### src/rtl/ooop_types.sv
// Shared types for the out-of-order core: CDB packet, FU identifiers, source count.
package ooop_types;

    localparam int NUM_CDB_SRC = 3;
    localparam int CDB_TAG_W   = 7;
    localparam int CDB_PRD_W   = 7;
    localparam int CDB_DATA_W  = 32;

    typedef enum logic [1:0] {
        FU_ALU = 2'd0,
        FU_LSU = 2'd1,
        FU_BRU = 2'd2
    } fu_id_e;

    typedef struct packed {
        logic [CDB_TAG_W-1:0]  rob_tag;
        logic [CDB_PRD_W-1:0]  prd;
        logic [CDB_DATA_W-1:0] data;
    } cdb_pkt_t;

    // Results that do not write a register broadcast prd 0 so consumers never wake on it.
    function automatic cdb_pkt_t mk_pkt(logic [CDB_TAG_W-1:0] tag, logic [CDB_PRD_W-1:0] prd,
                                        logic [CDB_DATA_W-1:0] data, logic rd_used);
        cdb_pkt_t p;
        p.rob_tag = tag;
        p.prd     = rd_used ? prd : '0;
        p.data    = data;
        return p;
    endfunction

    function automatic fu_id_e fu_next(fu_id_e f);
        fu_id_e n;
        case (f)
            FU_ALU:  n = FU_LSU;
            FU_LSU:  n = FU_BRU;
            default: n = FU_ALU;
        endcase
        return n;
    endfunction

endpackage

### src/rtl/cdb_fifo.sv
// QDEPTH-entry completion queue of CDB packets; flush clears pointers and count.
module cdb_fifo
    import ooop_types::*;
#(
    parameter int QDEPTH = 2
) (
    input  logic                    clk,
    input  logic                    rst_n,
    input  logic                    flush,
    input  logic                    push,
    input  cdb_pkt_t                wdata,
    input  logic                    pop,
    output cdb_pkt_t                rdata,
    output logic [$clog2(QDEPTH):0] count,
    output logic                    full,
    output logic                    empty
);
    localparam int AW = $clog2(QDEPTH);

    cdb_pkt_t       mem [QDEPTH];
    logic [AW-1:0]  wr_ptr, rd_ptr;
    logic           do_push, do_pop;

    assign full    = (count == (AW+1)'(QDEPTH));
    assign empty   = (count == '0);
    assign do_push = push && !full && !flush;
    assign do_pop  = pop && !empty && !flush;
    assign rdata   = mem[rd_ptr];

    always_ff @(posedge clk or negedge rst_n) begin
        if (!rst_n) begin
            wr_ptr <= '0;
            rd_ptr <= '0;
            count  <= '0;
        end else if (flush) begin
            wr_ptr <= '0;
            rd_ptr <= '0;
            count  <= '0;
        end else begin
            if (do_push) wr_ptr <= wr_ptr + 1'b1;
            if (do_pop)  rd_ptr <= rd_ptr + 1'b1;
            case ({do_push, do_pop})
                2'b10:   count <= count + 1'b1;
                2'b01:   count <= count - 1'b1;
                default: ;
            endcase
        end
    end

    // Storage needs no reset: entries are only read once count marks them valid.
    always_ff @(posedge clk) begin
        if (do_push) mem[wr_ptr] <= wdata;
    end

endmodule

### src/rtl/cdb_sched.sv
// CDB scheduler: three FU completion queues, arbiter and registered broadcast.
// CDB_RR_EN selects round-robin arbitration; otherwise fixed priority ALU > LSU > BRU.
module cdb_sched
    import ooop_types::*;
#(
    parameter int QDEPTH = 2,
    parameter int TAG_W  = CDB_TAG_W,
    parameter int PRD_W  = CDB_PRD_W,
    parameter int DATA_W = CDB_DATA_W
) (
    input  logic              clk,
    input  logic              rst_n,
    input  logic              flush_i,
    input  logic              alu_valid_i,
    output logic              alu_ready_o,
    input  logic [TAG_W-1:0]  alu_rob_tag_i,
    input  logic [PRD_W-1:0]  alu_prd_i,
    input  logic [DATA_W-1:0] alu_data_i,
    input  logic              alu_rd_used_i,
    input  logic              lsu_valid_i,
    output logic              lsu_ready_o,
    input  logic [TAG_W-1:0]  lsu_rob_tag_i,
    input  logic [PRD_W-1:0]  lsu_prd_i,
    input  logic [DATA_W-1:0] lsu_data_i,
    input  logic              lsu_rd_used_i,
    input  logic              bru_valid_i,
    output logic              bru_ready_o,
    input  logic [TAG_W-1:0]  bru_rob_tag_i,
    input  logic [PRD_W-1:0]  bru_prd_i,
    input  logic [DATA_W-1:0] bru_data_i,
    input  logic              bru_rd_used_i,
    output logic              cdb_valid_o,
    output logic [TAG_W-1:0]  cdb_rob_tag_o,
    output logic [PRD_W-1:0]  cdb_prd_o,
    output logic [DATA_W-1:0] cdb_data_o
);
    localparam int CW = $clog2(QDEPTH) + 1;

    logic     [NUM_CDB_SRC-1:0]         valid, ready, push, pop, full, empty;
    logic     [NUM_CDB_SRC-1:0][CW-1:0] count;
    cdb_pkt_t [NUM_CDB_SRC-1:0]         in_pkt, head;

    logic     any_gnt;
    fu_id_e   gnt_id;
    cdb_pkt_t cdb_q;
    logic     cdb_vld_q;

    assign valid          = {bru_valid_i, lsu_valid_i, alu_valid_i};
    assign in_pkt[FU_ALU] = mk_pkt(alu_rob_tag_i, alu_prd_i, alu_data_i, alu_rd_used_i);
    assign in_pkt[FU_LSU] = mk_pkt(lsu_rob_tag_i, lsu_prd_i, lsu_data_i, lsu_rd_used_i);
    assign in_pkt[FU_BRU] = mk_pkt(bru_rob_tag_i, bru_prd_i, bru_data_i, bru_rd_used_i);
    assign {bru_ready_o, lsu_ready_o, alu_ready_o} = ready;

    for (genvar i = 0; i < NUM_CDB_SRC; i++) begin : g_q
        // ready looks only at the registered count, never at this cycle's pop.
        assign ready[i] = (count[i] < CW'(QDEPTH));
        assign push[i]  = valid[i] && !full[i] && !flush_i;
        assign pop[i]   = any_gnt && (gnt_id == fu_id_e'(i)) && !flush_i;

        cdb_fifo #(.QDEPTH(QDEPTH)) u_fifo (
            .clk   (clk),
            .rst_n (rst_n),
            .flush (flush_i),
            .push  (push[i]),
            .wdata (in_pkt[i]),
            .pop   (pop[i]),
            .rdata (head[i]),
            .count (count[i]),
            .full  (full[i]),
            .empty (empty[i])
        );
    end

`ifdef CDB_RR_EN
    fu_id_e rr_ptr;
    fu_id_e idx;

    always_comb begin
        any_gnt = 1'b0;
        gnt_id  = FU_ALU;
        idx     = rr_ptr;
        for (int k = 0; k < NUM_CDB_SRC; k++) begin
            if (!any_gnt && !empty[idx]) begin
                any_gnt = 1'b1;
                gnt_id  = idx;
            end
            idx = fu_next(idx);
        end
    end

    always_ff @(posedge clk or negedge rst_n) begin
        if (!rst_n)       rr_ptr <= FU_ALU;
        else if (flush_i) rr_ptr <= FU_ALU;
        else if (any_gnt) rr_ptr <= fu_next(gnt_id);
    end
`else
    always_comb begin
        any_gnt = 1'b1;
        gnt_id  = FU_ALU;
        if (!empty[FU_ALU])      gnt_id  = FU_ALU;
        else if (!empty[FU_LSU]) gnt_id  = FU_LSU;
        else if (!empty[FU_BRU]) gnt_id  = FU_BRU;
        else                     any_gnt = 1'b0;
    end
`endif

    // Payload holds across idle cycles; only the valid bit drops.
    always_ff @(posedge clk or negedge rst_n) begin
        if (!rst_n) begin
            cdb_vld_q <= 1'b0;
            cdb_q     <= '0;
        end else if (flush_i) begin
            cdb_vld_q <= 1'b0;
        end else begin
            cdb_vld_q <= any_gnt;
            if (any_gnt) cdb_q <= head[gnt_id];
        end
    end

    assign cdb_valid_o   = cdb_vld_q;
    assign cdb_rob_tag_o = cdb_q.rob_tag;
    assign cdb_prd_o     = cdb_q.prd;
    assign cdb_data_o    = cdb_q.data;

endmodule

### config.mk
export PLATFORM = sky130hd
export DESIGN_NAME = cdb_sched
export DESIGN_NICKNAME = d
export VERILOG_FILES = /design/src/rtl/ooop_types.sv /design/src/rtl/cdb_fifo.sv /design/src/rtl/cdb_sched.sv
export SDC_FILE = /design/constraint.sdc
export NUM_CORES = 1
export LEC_CHECK = 0
export BUFFER_PORTS_ARGS = -buffer_cell sky130_fd_sc_hd__buf_2
export CAP_MARGIN = 20
export CORE_ASPECT_RATIO = 1.2
export CORE_MARGIN = 4
export CORE_UTILIZATION = 60
export DETAILED_ROUTE_END_ITERATION = 8
export PLACE_DENSITY_LB_ADDON = 0.12
export SYNTH_ARGS = -nofsm -noshare
export SYNTH_HDL_FRONTEND = slang
export SYNTH_SLANG_ARGS = --single-unit
export TNS_END_PERCENT = 5
### constraint.sdc
create_clock -name clk -period 6.8 [get_ports clk]
set_input_delay 0.34 -clock clk [delete_from_list [all_inputs] [get_ports clk]]
set_output_delay 0.34 -clock clk [all_outputs]
set_load 0.03 [all_outputs]
======== Word-level counts from Yosys, hierarchy flattened ========
Memories as Yosys holds them, arrays and structs flattened.
Cells that the tools add are included.
storage, ports and cells
  register bits ........................... 59
  RAM bits ................................ 276
  input port bits ......................... 147
  output and inout bits ................... 50
  logic and storage cells ................. 125
  memories kept ........................... 3
operators by class
  add/subtract/negate cells ............... 12
  $lt $le $gt $ge ......................... 4
  equality and inequality tests ........... 11
  multiplexer cells ....................... 36
  bitwise gates (word level) .............. 1
  reduce and logical (&&, ||, !) cells .... 45
memories
  memory             depth  bits a word  read ports  clocked after memory_dff  write ports  line            source
  g_q[0].u_fifo.mem  2      46           1           0                         1            cdb_fifo.sv:20  cdb_pkt_t mem [QDEPTH];
  g_q[1].u_fifo.mem  2      46           1           0                         1            cdb_fifo.sv:20
  g_q[2].u_fifo.mem  2      46           1           0                         1            cdb_fifo.sv:20
operators by type and width
  operator               count
  $bmux W46 S2           1
  $mux W46               1
  $logic_and A1 B1 Y1    24
  $mux W1                22
  $mux W7                3
  $eq A2 B2 Y1 const B   7
  $mux W2                6
  $pmux W2 S2            3
  $reduce_bool A2 Y1     6
  $reduce_bool A3 Y1     3
  $eq A2 B1 Y1 const B   4
  $logic_not A2 Y1       4
  $logic_not A1 Y1       7
  $add A1 B1 Y1 const B  6
  $add A2 B1 Y2 const B  3
  $lt A2 B2 Y1 const B   3
  $sub A2 B1 Y2 const B  3
  $lt A2 B3 Y1 const B   1
  $reduce_and A2 Y1      1
  $not A1 Y1             1

======== Depth between registers and ports, before layout ========
Gate-level depths: netlist (run 1).
  depth in word-level cells ............... 12
  depth in mapped cells ................... 7

======== Cells and area by module ========
Synthesis (run 1) repeated with hierarchy kept, for this count alone.
second synthesis, totals
  cells, all modules ...................... 896
  area total of the unflattened synthesis .. 13729.4 µm²
by module, submodules not included
  module                         times used  cells each  area an instance (µm²)  sequential area each (µm²)
  cdb_fifo at g_q[1].u_fifo ...  2           168         3532.1                  2862.7
  cdb_fifo at g_q[0].u_fifo      1           169         3545.9                  2862.7
  cdb_sched                      1           391         3119.2                  1176.1

======== Worst setup path after synthesis (run 1) ========
No wires, ideal clock.
  path type ............................... register -> register
  start point ............................. register g_q[0].u_fifo.count[1]
  end point ............................... memory g_q[0].u_fifo.mem[1][0] (netlist bit), enable pin
  library setup time ...................... 0.516 ns
  arrival ................................. 4.342 ns
  data required time ...................... 6.284 ns
  setup slack ............................. 1.942 ns
  cell stages (with the launch flop) ...... 4
  path buffers ............................ 0
  clock period less this slack ............ 4.858 ns
  path through ............................ dfrtp_1 > inv_1 > o21ai_0 > nor3b_1
on the way
  cells in the longest elaborated chain, start to end .. 8
RTL lines
  what                                   line                             source
  start: declaration                     cdb_fifo.sv:14                   output logic [$clog2(QDEPTH):0] count,
  start signal: assignment               cdb_fifo.sv:43                   2'b10: count <= count + 1'b1;
  start signal: assignment               cdb_fifo.sv:44                   2'b01: count <= count - 1'b1;
  $eq A2 B2 Y1 (*)                       cdb_fifo.sv:24                   assign full = (count == (AW+1)'(QDEPTH));
  $logic_not A1 Y1 (*)                   cdb_fifo.sv:26, cdb_sched.sv:57
  $logic_and A1 B1 Y1 (2 in series)      cdb_sched.sv:57                  assign push[i] = valid[i] && !full[i] && !flush_i;
  $logic_and A1 B1 Y1 (*) (2 in series)  cdb_fifo.sv:26                   assign do_push = push && !full && !flush;
  $mux W1 (*)                            cdb_fifo.sv:52                   if (do_push) mem[wr_ptr] <= wdata;
  $mux W1 (implied by the code) (*)      cdb_fifo.sv:52
  end: declaration                       cdb_fifo.sv:20
Every way passes the cells marked *; elsewhere a longest branch is shown, timed or not.

======== Worst setup path in the final report (run 1) ========
  start point ............................. register g_q[1].u_fifo.count[0]
  end point ............................... register cdb_q, in the netlist cdb_prd_o[0]
on the way
  cells in the longest elaborated chain, start to end .. 5
  elaborated cells between the ends (all ways) .. 8
  those cells by class .................... mux: 6; reduce/logical: 2
RTL lines
  what                            line              source
  start: declaration              cdb_fifo.sv:14
  start signal: assignment        cdb_fifo.sv:43
  start signal: assignment        cdb_fifo.sv:44
  $logic_not A2 Y1 (*)            cdb_fifo.sv:25    assign empty = (count == '0);
  $mux W2                         cdb_sched.sv:101  else if (!empty[FU_LSU]) gnt_id = FU_LSU;
  $mux W2                         cdb_sched.sv:100  if (!empty[FU_ALU]) gnt_id = FU_ALU;
  $bmux W46 S2                    cdb_sched.sv:116  if (any_gnt) cdb_q <= head[gnt_id];
  $mux W46 (implied by the code)  cdb_sched.sv:116
  end signal: assignment          cdb_sched.sv:116
  end: declaration                cdb_sched.sv:45   cdb_pkt_t cdb_q;
Every way passes the cells marked *; elsewhere a longest branch is shown, timed or not. The select of a mux whose other input is x is not followed.
A chain may end at the register's enable or synchronous reset.

==> flow_summary.toml, run 1 <==
[outcome]
outcome = "finished clean"

[synthesis]
async_reset_ff_share_pct = 17.61
yosysWarnings = 0
mappedNetlistNets = 966
ys_seq_area_share_pct = 74.14
syn-cell-area_sq_mm = 0.01317
syn-instance-count = 819
ys_seq_elements = 335
yosysUniqueCellTypes = 36
ys.flop_type = "edfxtp_1"
syn_avg_cell_area_sq_um = 16.08
synth_edf_count = 276

[layout]
num-fill-cells = 1418
layout.nets = 1166
multiInputGateArea_sq_mm = 0.003197
layout-drive-gt1-share_pct = 27.08
seqCellArea_sq_mm = 0.009768
areaGrowthSynthToFinish_pct = 18.34
final_cell_mix = "edfxtp_1, buf_2, mux2i_1"
final_common_cell = "edfxtp_1"
final_area_sq_mm = 0.01558

[route]
ant_nets = 0
num_vias = 7632
drc = 0
finalWirelength_microns = 29950
drt-initial-drc-count = 494
drt-vias-per-instance = 5.782
wire_per_inst_microns = 22.69
drt_pass1_iterations = 4

[grt]
grt_pass1_wl_microns = 44530
grt_max_degree = 73
grt_pass1_vias = 7845
overflow = 0
grt_use_total_pct = 24.54
antenna_found_initial = 2

[sta]
clock_skew_ns = 0.009819
finalHoldViolations = 0
rsz0062_at_grt = "no"
slew_headroom_pct = 33.95
finalSetupTns_ns = 0
maxSlewViolCount = 0
fmax_mhz = 361.7
period_share_pct = 40.66
period_needed_ns = 2.765
tightest_slew_ns = 0.9897
setup_viol = 0

[floorplan]
die-width_microns = 143.2
die_y_microns = 170.3
coreArea_sq_mm = 0.02163
fp-row-count = 59
dieArea_sq_mm = 0.02439
ios = 197
initial_utilization_pct = 60.89

[critical_path]
crit_path_cell_trace = "or2_1 > nand2_2 > mux2i_1 > a221o_1"
start_kind = "register"
arrival_ns = 3.15
crit_path_max_incr_delay_ns = 0.79
reg2reg_from = "g_q[1].u_fifo.count[0]$_DFFE_PN0P_"
cp_slowest_cell = "or2_1"
critPathKind = "register to register"
critPathLaunch = "g_q[1].u_fifo.count[0]$_DFFE_PN0P_"
cp.required_ns = 7.19
crit_buf_inv = 0
cpLargestDelayFamily = "simple AND/OR/NAND/NOR gates"
cp-end-kind = "register"
crit_fanout = 26

[clocking]
root_buffer = "clkbuf_16"
clkLatencyLatePin_ns = 0.50
hold_buffers = 0
htree_levels = 2
clkTransAtPathRegs_ns = 0.07
clockBufferDepth = 3
cts_sinks = 335
ctsResizeCount = 0
cts_tree = "yes"
postCtsSetupRepairBufs = 0
numCtsBuffers = 34

[worst_hold_path]
hp-class = "primary input to asynchronous set/reset pin"

[job]
maxCapViolations = 0

[pwr]
power_frac_clock_pct = 31.6
powerDensity_mw_per_mm2 = 375.3
leakagePower_uw = 0.005803
seqPwrFrac_pct = 44.7
p_sw_uw = 1810
p_sw_share_pct = 30.94
power_frac_comb_pct = 23.8
peakVddDrop_mv = 0.3096
internal_power_uw = 4039

[place]
hpwl_microns = 20200
place_area_sq_mm = 0.01444
gp_congestion = 0.7986
port_buffers = 196
-- power groups by stage --
stage	Combinational, uW	Clock, uW	Sequential, uW
2_1_floorplan	720	0	2860
3_3_place_gp	1370	0	2650
3_5_place_dp	1400	0	2650
4_1_cts	1410	1870	2620
5_1_grt	1490	1980	2640
6_report	1390	1850	2610
-- per-layer routing --
metal	part of all wire, %	routed length, microns	track usage, %	vias up
met4	4.2	1270	10.11	4
met3	6.7	2012	5.677	58
met2	53	15900	43.64	266
met5	0.11	33	0	-
met1	36	10740	28.67	3748
li1	-	-	-	3556
-- through the flow --
stage	total power [uW]	hold WS, ns	setup slack [ns]	util, %	cells
3_5_place_dp	4050	0.4606	4.066	66.77	1256
6_report	5849	0.01105	4.035	72.05	1320
4_1_cts	5895	0.01002	4.020	71.99	1318
2_1_floorplan	3579	0.04441	1.942	-	819
3_3_place_gp	4019	0.4536	4.132	66.77	1256
5_1_grt	6101	0.005134	3.806	72.04	1319
-- worst paths after layout --
path | cells after the start | to | slack [ns]
worst max-delay path | 4 | cdb_prd_o[0]$_DFFE_PN0P_ | 4.04
worst min-delay path | 2 | cdb_data_o[2]$_DFFE_PN0P_ | 0.01
worst max register to register | 4 | cdb_prd_o[0]$_DFFE_PN0P_ | 4.04
worst min register to register | 2 | cdb_data_o[4]$_DFFE_PN0P_ | 0.47
max in group asynchronous | 2 | g_q[1].u_fifo.rd_ptr$_DFFE_PN0P_ | 6.21
min in group clk | 1 | g_q[1].u_fifo.mem[0][17]$_DFFE_PP_ | 0.02
-- synth_stat cells (2+ instances only) --
master	instances	area (sq um)
xnor2_1	3	26.28
inv_1	5	18.77
o21ai_0	28	140.1
nor3_1	25	125.1
xor2_1	4	35.03
nand2_1	32	120.1
edfxtp_1	276	8288
a221o_1	21	210.2
a211oi_1	25	187.7
and2_1	21	131.4
nor2_1	14	52.55
o31ai_1	24	180.2
dfrtp_1	59	1476
nor3b_1	3	22.52
a21oi_1	26	130.1
buf_4	2	15.01
a32oi_1	2	17.52
mux2i_1	136	1361
or2_2	2	12.51
buf_2	14	70.07
nor2b_1	25	156.4
nand3_1	25	125.1
clkbuf_1	33	123.9
buf_6	2	22.52
-- worst register-to-register path, stage by stage (launching register included) --
cell and delay (ns):
dfrtp_1 0.51, or2_1 0.79, nand2_2 0.70, mux2i_1 0.28
a221o_1 0.36
-- area by class of cell --
| class | count | share of cell area (%) |
|---|---|---|
| inverter | 5 | 0.1204 |
| antenna | 1 | 0.01606 |
| clock buffer | 49 | 6.487 |
| clock inverter | 13 | 0.7547 |
| sequential | 335 | 62.68 |
| timing repair buffer | 215 | 7.233 |
| tap | 274 | 2.200 |
| multi-input combinational | 428 | 20.51 |
-- registers in the layout, summed over array words and instances (netlist names) --
register           count
g_q.u_fifo.wr_ptr      3
cdb_rob_tag_o          7
g_q.u_fifo.rd_ptr      3
g_q.u_fifo.mem       276
g_q.u_fifo.count       6
cdb_prd_o              7
cdb_valid_o            1
cdb_data_o            32
-- logic make-up (layout without fill, tap and decap cells) --
logic type	after synthesis	after routing	share of synthesized area, %
buffers and inverters	56	282	1.900
AO/OA/AOI/OAI	130	130	6.840
other	0	1	0
AND/OR/NAND/NOR	155	155	6.318
multiplexers	136	136	10.34
flip-flops	335	335	74.14
XOR/XNOR	7	7	0.4655
No activity file was read; power rests on OpenSTA's default activity.
==> inputs of run 2 (changes only) <==
- CORE_UTILIZATION: 60 -> 57
- clock period: 6.8 -> 2.85 ns (I/O delays scaled with it)
==> flow_summary.toml, run 2 (synthesized netlist as in run 1, its figures left out) <==
[clocking]
clockBufferDepth = 3
ctsResizeCount = 0
postCtsSetupRepairBufs = 0
numCtsBuffers = 34
clkLatencyLatePin_ns = 0.50
htree_levels = 2
hold_buffers = 140
cts_tree = "yes"
cts_sinks = 335
clkTransAtPathRegs_ns = 0.06
root_buffer = "clkbuf_16"

[sta]
tightest_slew_ns = 0.8438
finalHoldViolations = 0
period_share_pct = 73.13
setup_viol = 0
maxSlewViolCount = 0
slew_headroom_pct = 43.54
rsz0062_at_grt = "no"
period_needed_ns = 2.084
clock_skew_ns = 0.01344
holdWs_ns = 0.02370
fin_ws_ns = 0.7659
fmax_mhz = 479.8

[layout]
largest_register = "g_q.u_fifo.mem"
layout-drive-gt1-share_pct = 23.95
final_common_cell = "edfxtp_1"
areaGrowthSynthToFinish_pct = 30.30
largest_reg_flops = 276
seqCellArea_sq_mm = 0.009768
num-fill-cells = 1326
post-route-util_pct = 75.94
final_cell_mix = "edfxtp_1, buf_2, dlygate4sd3_1"
layout.nets = 1310
multiInputGateArea_sq_mm = 0.003232

[critical_path]
reg2reg_from = "g_q[1].u_fifo.count[1]$_DFFE_PN0P_"
critPathKind = "register to register"
cp-end-kind = "register"
start_kind = "register"
cp.required_ns = 3.22
critPathLaunch = "g_q[1].u_fifo.count[1]$_DFFE_PN0P_"
crit_fanout = 32
arrival_ns = 2.45

[grt]
grt_pass1_vias = 8876
grt_max_degree = 60
antenna_found_initial = 1
grt_pass1_wl_microns = 50190
overflow = 0
grt_use_total_pct = 26.13

[floorplan]
coreArea_sq_mm = 0.02260
fp-row-count = 60
die-width_microns = 146.8
dieArea_sq_mm = 0.02561
ios = 197
die_y_microns = 174.5
initial_utilization_pct = 58.28

[outcome]
outcome = "finished clean"

[pwr]
peakVddDrop_mv = 0.5648
leakagePower_uw = 0.006426
powerDensity_mw_per_mm2 = 828.4
p_total_uw = 14220

[route]
num_vias = 8316
ant_nets = 0
wire_per_inst_microns = 22.35
drt_pass1_iterations = 7
drt-initial-drc-count = 588
drc = 0
finalWirelength_microns = 33450
drt-vias-per-instance = 5.555

[place]
port_buffers = 196
gp_congestion = 0.9449
pre_cts_ws_ns = 0.8054
hpwl_microns = 21510

[worst_hold_path]
min_from = "alu_prd_i[6]"
hp-class = "primary input to register"

[job]
maxCapViolations = 0
## run 2: cell types whose count changed in the layout (fill, tap and decap cells not counted), moves of 3 or more
cell           before  now
nor3b_2             3    0
nor3_4              0    3
nor3b_4             0    3
buf_12              0    7
dlygate4sd3_1       0  140
nor3_2              3    0
## run 2: final cells by class
type | instances | area share (%)
clock buffers | 48 | 5.811
diodes | 1 | 0.01458
flip-flops and latches | 335 | 56.92
repair buffers | 359 | 15.40
inverters | 5 | 0.1094
well taps | 310 | 2.260
clock inverters | 11 | 0.6489
multi-input cells | 428 | 18.83
## run 2: metal layers
metal	global-route usage [%]	routed length (microns)
met1	28.01	11520
met2	50.18	18740
met3	4.329	1722
met4	11.10	1473
met5	0	0
## run 2: power breakdown
group | switching, uW | leakage (uW) | internal [uW] | total, uW
clock network | 1750 | 0.000539 | 2630 | 4380
logic | 2250 | 0.00262 | 1320 | 3580
registers | 413 | 0.00327 | 5850 | 6260
## run 2: per-stage QoR
stage	TNS (ns)	cells	instance area (sq um)
floorplan	-41.40	819	13210
global placement	0	1297	14650
detailed placement	0	1297	14650
CTS	0	1496	17160
global route	0	1496	17160
finish	0	1497	17160
## run 2: critical path, stage by stage, from the launching register on
cell	delay [ns]
dfrtp_1	0.47
nor4_4	0.46
o21ai_4	0.32
buf_4	0.30
a211oi_1	0.28
o31ai_1	0.11
## run 2: path summary, 6_finish.rpt
kind	slack, ns	to	cells after the start
max	0.77	cdb_data_o[3]$_DFFE_PN0P_	5
min	0.02	g_q[0].u_fifo.mem[0][38]$_DFFE_PP_	2
max reg2reg	0.77	cdb_data_o[3]$_DFFE_PN0P_	5
min reg2reg	0.48	cdb_data_o[5]$_DFFE_PN0P_	2
max in group asynchronous	1.95	g_q[0].u_fifo.rd_ptr$_DFFE_PN0P_	3
min in group asynchronous	0.34	cdb_data_o[0]$_DFFE_PN0P_	3
==> inputs of run 3 (changes only) <==
- ABC_AREA: default -> 1
- clock period: 2.85 -> 2.1 ns (I/O delays scaled with it)
==> flow_summary.toml, run 3 <==
[outcome]
outcome = "finished clean"

[layout]
areaGrowthSynthToFinish_pct = 29.10
num-fill-cells = 1593
largest_reg_flops = 276
diodes = 0
final_cell_mix = "nand2_1, edfxtp_1, buf_2"
largest_register = "g_q.u_fifo.mem"
seqCellArea_sq_mm = 0.009767
final_area_sq_mm = 0.01787
layout-drive-gt1-share_pct = 17.36
final_cells = 2002
multiInputGateArea_sq_mm = 0.003401
layout.nets = 1806
final_common_cell = "nand2_1"

[place]
gp_congestion = 0.7974
port_buffers = 196
hpwl_microns = 21880
place_inst = 1796
place_area_sq_mm = 0.01530

[route]
ant_nets = 0
num_vias = 10230
drt_pass1_iterations = 5
wire_per_inst_microns = 18.22
finalWirelength_microns = 36470
drt-initial-drc-count = 738
drt-vias-per-instance = 5.108
drc = 0

[grt]
grt_pass1_vias = 10480
grt_max_degree = 60
antenna_found_initial = 1
use_met2_pct = 50.70
grt_use_total_pct = 27.69
use_met3_pct = 3.767
grt_util_met1_pct = 32.86
busiest_layer = "met2"
overflow = 0
grt_pass1_wl_microns = 55890

[job]
maxCapViolations = 0

[clocking]
clkLatencyLatePin_ns = 0.51
clkTransAtPathRegs_ns = 0.06
cts_sinks = 335
ctsResizeCount = 0
clockBufferDepth = 3
numCtsBuffers = 34
htree_levels = 2
cts_tree = "yes"
root_buffer = "clkbuf_16"

[synthesis]
syn-instance-count = 1313
async_reset_ff_share_pct = 17.61
netlist_top_cells_count = "nand2_1, edfxtp_1, inv_1, nand3_1, nor2_1"
ys_seq_elements = 335
synth_compound_area_share_pct = 1.862
synth_xor_xnor_area_share_pct = 0
synthAdderAreaFrac_pct = 0
yosysWarnings = 0
muxShareOfSynthArea_pct = 0
ys_seq_area_share_pct = 70.55
syn-cell-area_sq_mm = 0.01384
synth_edf_count = 276
yosys.area_share.simple_pct = 22.27
syn_avg_cell_area_sq_um = 10.54
synthTopCellsByArea = "edfxtp_1, nand2_1, dfrtp_1"
ys.flop_type = "edfxtp_1"
synth_top_family_by_area = "simple AND/OR/NAND/NOR gates"
synth_top_area_share_pct = 59.88
mappedNetlistNets = 1460
post-synth-top-count-cell = "nand2_1"
yosysUniqueCellTypes = 22
synth_top_area_cell = "edfxtp_1"

[floorplan]
coreArea_sq_mm = 0.02389
initial_utilization_pct = 57.93
die-width_microns = 150.3
die_y_microns = 178.7
ios = 197
fp-row-count = 62
dieArea_sq_mm = 0.02685

[critical_path]
critPathKind = "register to register"
start_kind = "register"
cp_slowest_cell = "inv_2"
arrival_ns = 2.26
cp.required_ns = 2.54
cp_common_cell = "nand3_1"
cp-end-kind = "register"
crit_buf_inv = 1
crit_path_max_incr_delay_ns = 0.69
cpLargestDelayFamily = "buffers and inverters"
crit_fanout = 47
crit_path_cell_trace = "nor2_2 > nand3_1 > nand2_2 > inv_2 > nand3_1 > nand2_1"

[sta]
tightest_slew_ns = 0.9518
holdWs_ns = 0.02571
clock_skew_ns = 0.01424
finalHoldViolations = 0
period_share_pct = 86.83
slew_headroom_pct = 36.46
finalSetupTns_ns = 0
period_needed_ns = 1.823
setup_viol = 0
fmax_mhz = 548.4
rsz0062_at_grt = "no"
maxSlewViolCount = 0

[pwr]
peakVddDrop_mv = 0.8182
p_total_uw = 20560
powerDensity_mw_per_mm2 = 1151
leakagePower_uw = 0.007977

[worst_hold_path]
hp-class = "primary input to register"
==> run 3: cell types whose count changed after synthesis, moves of 54 or more <==
cell	before	now
nand3_1	25	81
nor2_1	14	68
mux2i_1	136	0
nand2_1	32	593
inv_1	5	95
==> run 3: power by group <==
group | switching (uW) | total [uW] | internal, uW
combinational | 4140 | 5990 | 1840
clock | 2390 | 5990 | 3600
sequential | 499 | 8590 | 8090
==> run 3: cell type report <==
cell class / count / area share (%)
Inverter: 104 / 2.185
Multi-Input combinational cell: 815 / 19.03
Timing Repair Buffer: 369 / 15.73
Tap cell: 320 / 2.241
Sequential cell: 335 / 54.66
Clock inverter: 16 / 0.9733
Clock buffer: 43 / 5.182
==> run 3: path summary, 6_finish.rpt <==
kind / start / end / slack [ns] / cells after the start
setup / recovery: g_q[1].u_fifo.count[0]$_DFFE_PN0P_ / cdb_prd_o[0]$_DFFE_PN0P_ / 0.28 / 6
max in group asynchronous: rst_n / cdb_data_o[6]$_DFFE_PN0P_ / 1.63 / 3
setup reg to reg: g_q[1].u_fifo.count[0]$_DFFE_PN0P_ / cdb_prd_o[0]$_DFFE_PN0P_ / 0.28 / 6
min in group asynchronous: rst_n / cdb_data_o[5]$_DFFE_PN0P_ / 0.15 / 3
hold / removal: alu_rd_used_i / g_q[0].u_fifo.mem[0][32]$_DFFE_PP_ / 0.03 / 3
hold reg to reg: cdb_data_o[31]$_DFFE_PN0P_ / cdb_data_o[31]$_DFFE_PN0P_ / 0.48 / 2
==> run 3: routing by layer <==
layer  share of wire (%)  wire, microns
met5               0.033             12
met4                 4.0           1455
met3                 4.8           1761
met2                  53          19370
met1                  38          13880
==> run 3: timing repair <==
item / CTS / global route
buffers inserted: 0 / 0
hold buffers: 147 / 0
endpoints found under the hold margin: 341 / 0
==> run 3: worst min-delay path, cell delays in order <==
cell     delay, ns
buf_2         0.19
nand2_1       0.07
inv_1         0.06
==> run 3: kinds of logic after synthesis <==
kind of cell	Yosys count
flops	335
buf+inv	163
simple gates	773
compound gates	42
==> run 3: per-stage QoR <==
stage	util [%]	worst slack (ns)
after global placement	64.02	0.4208
after global routing	74.79	0.1275
after detailed placement	64.02	0.3685
after floorplan	-	-0.1918
final	74.79	0.2766
after CTS	74.79	0.3241
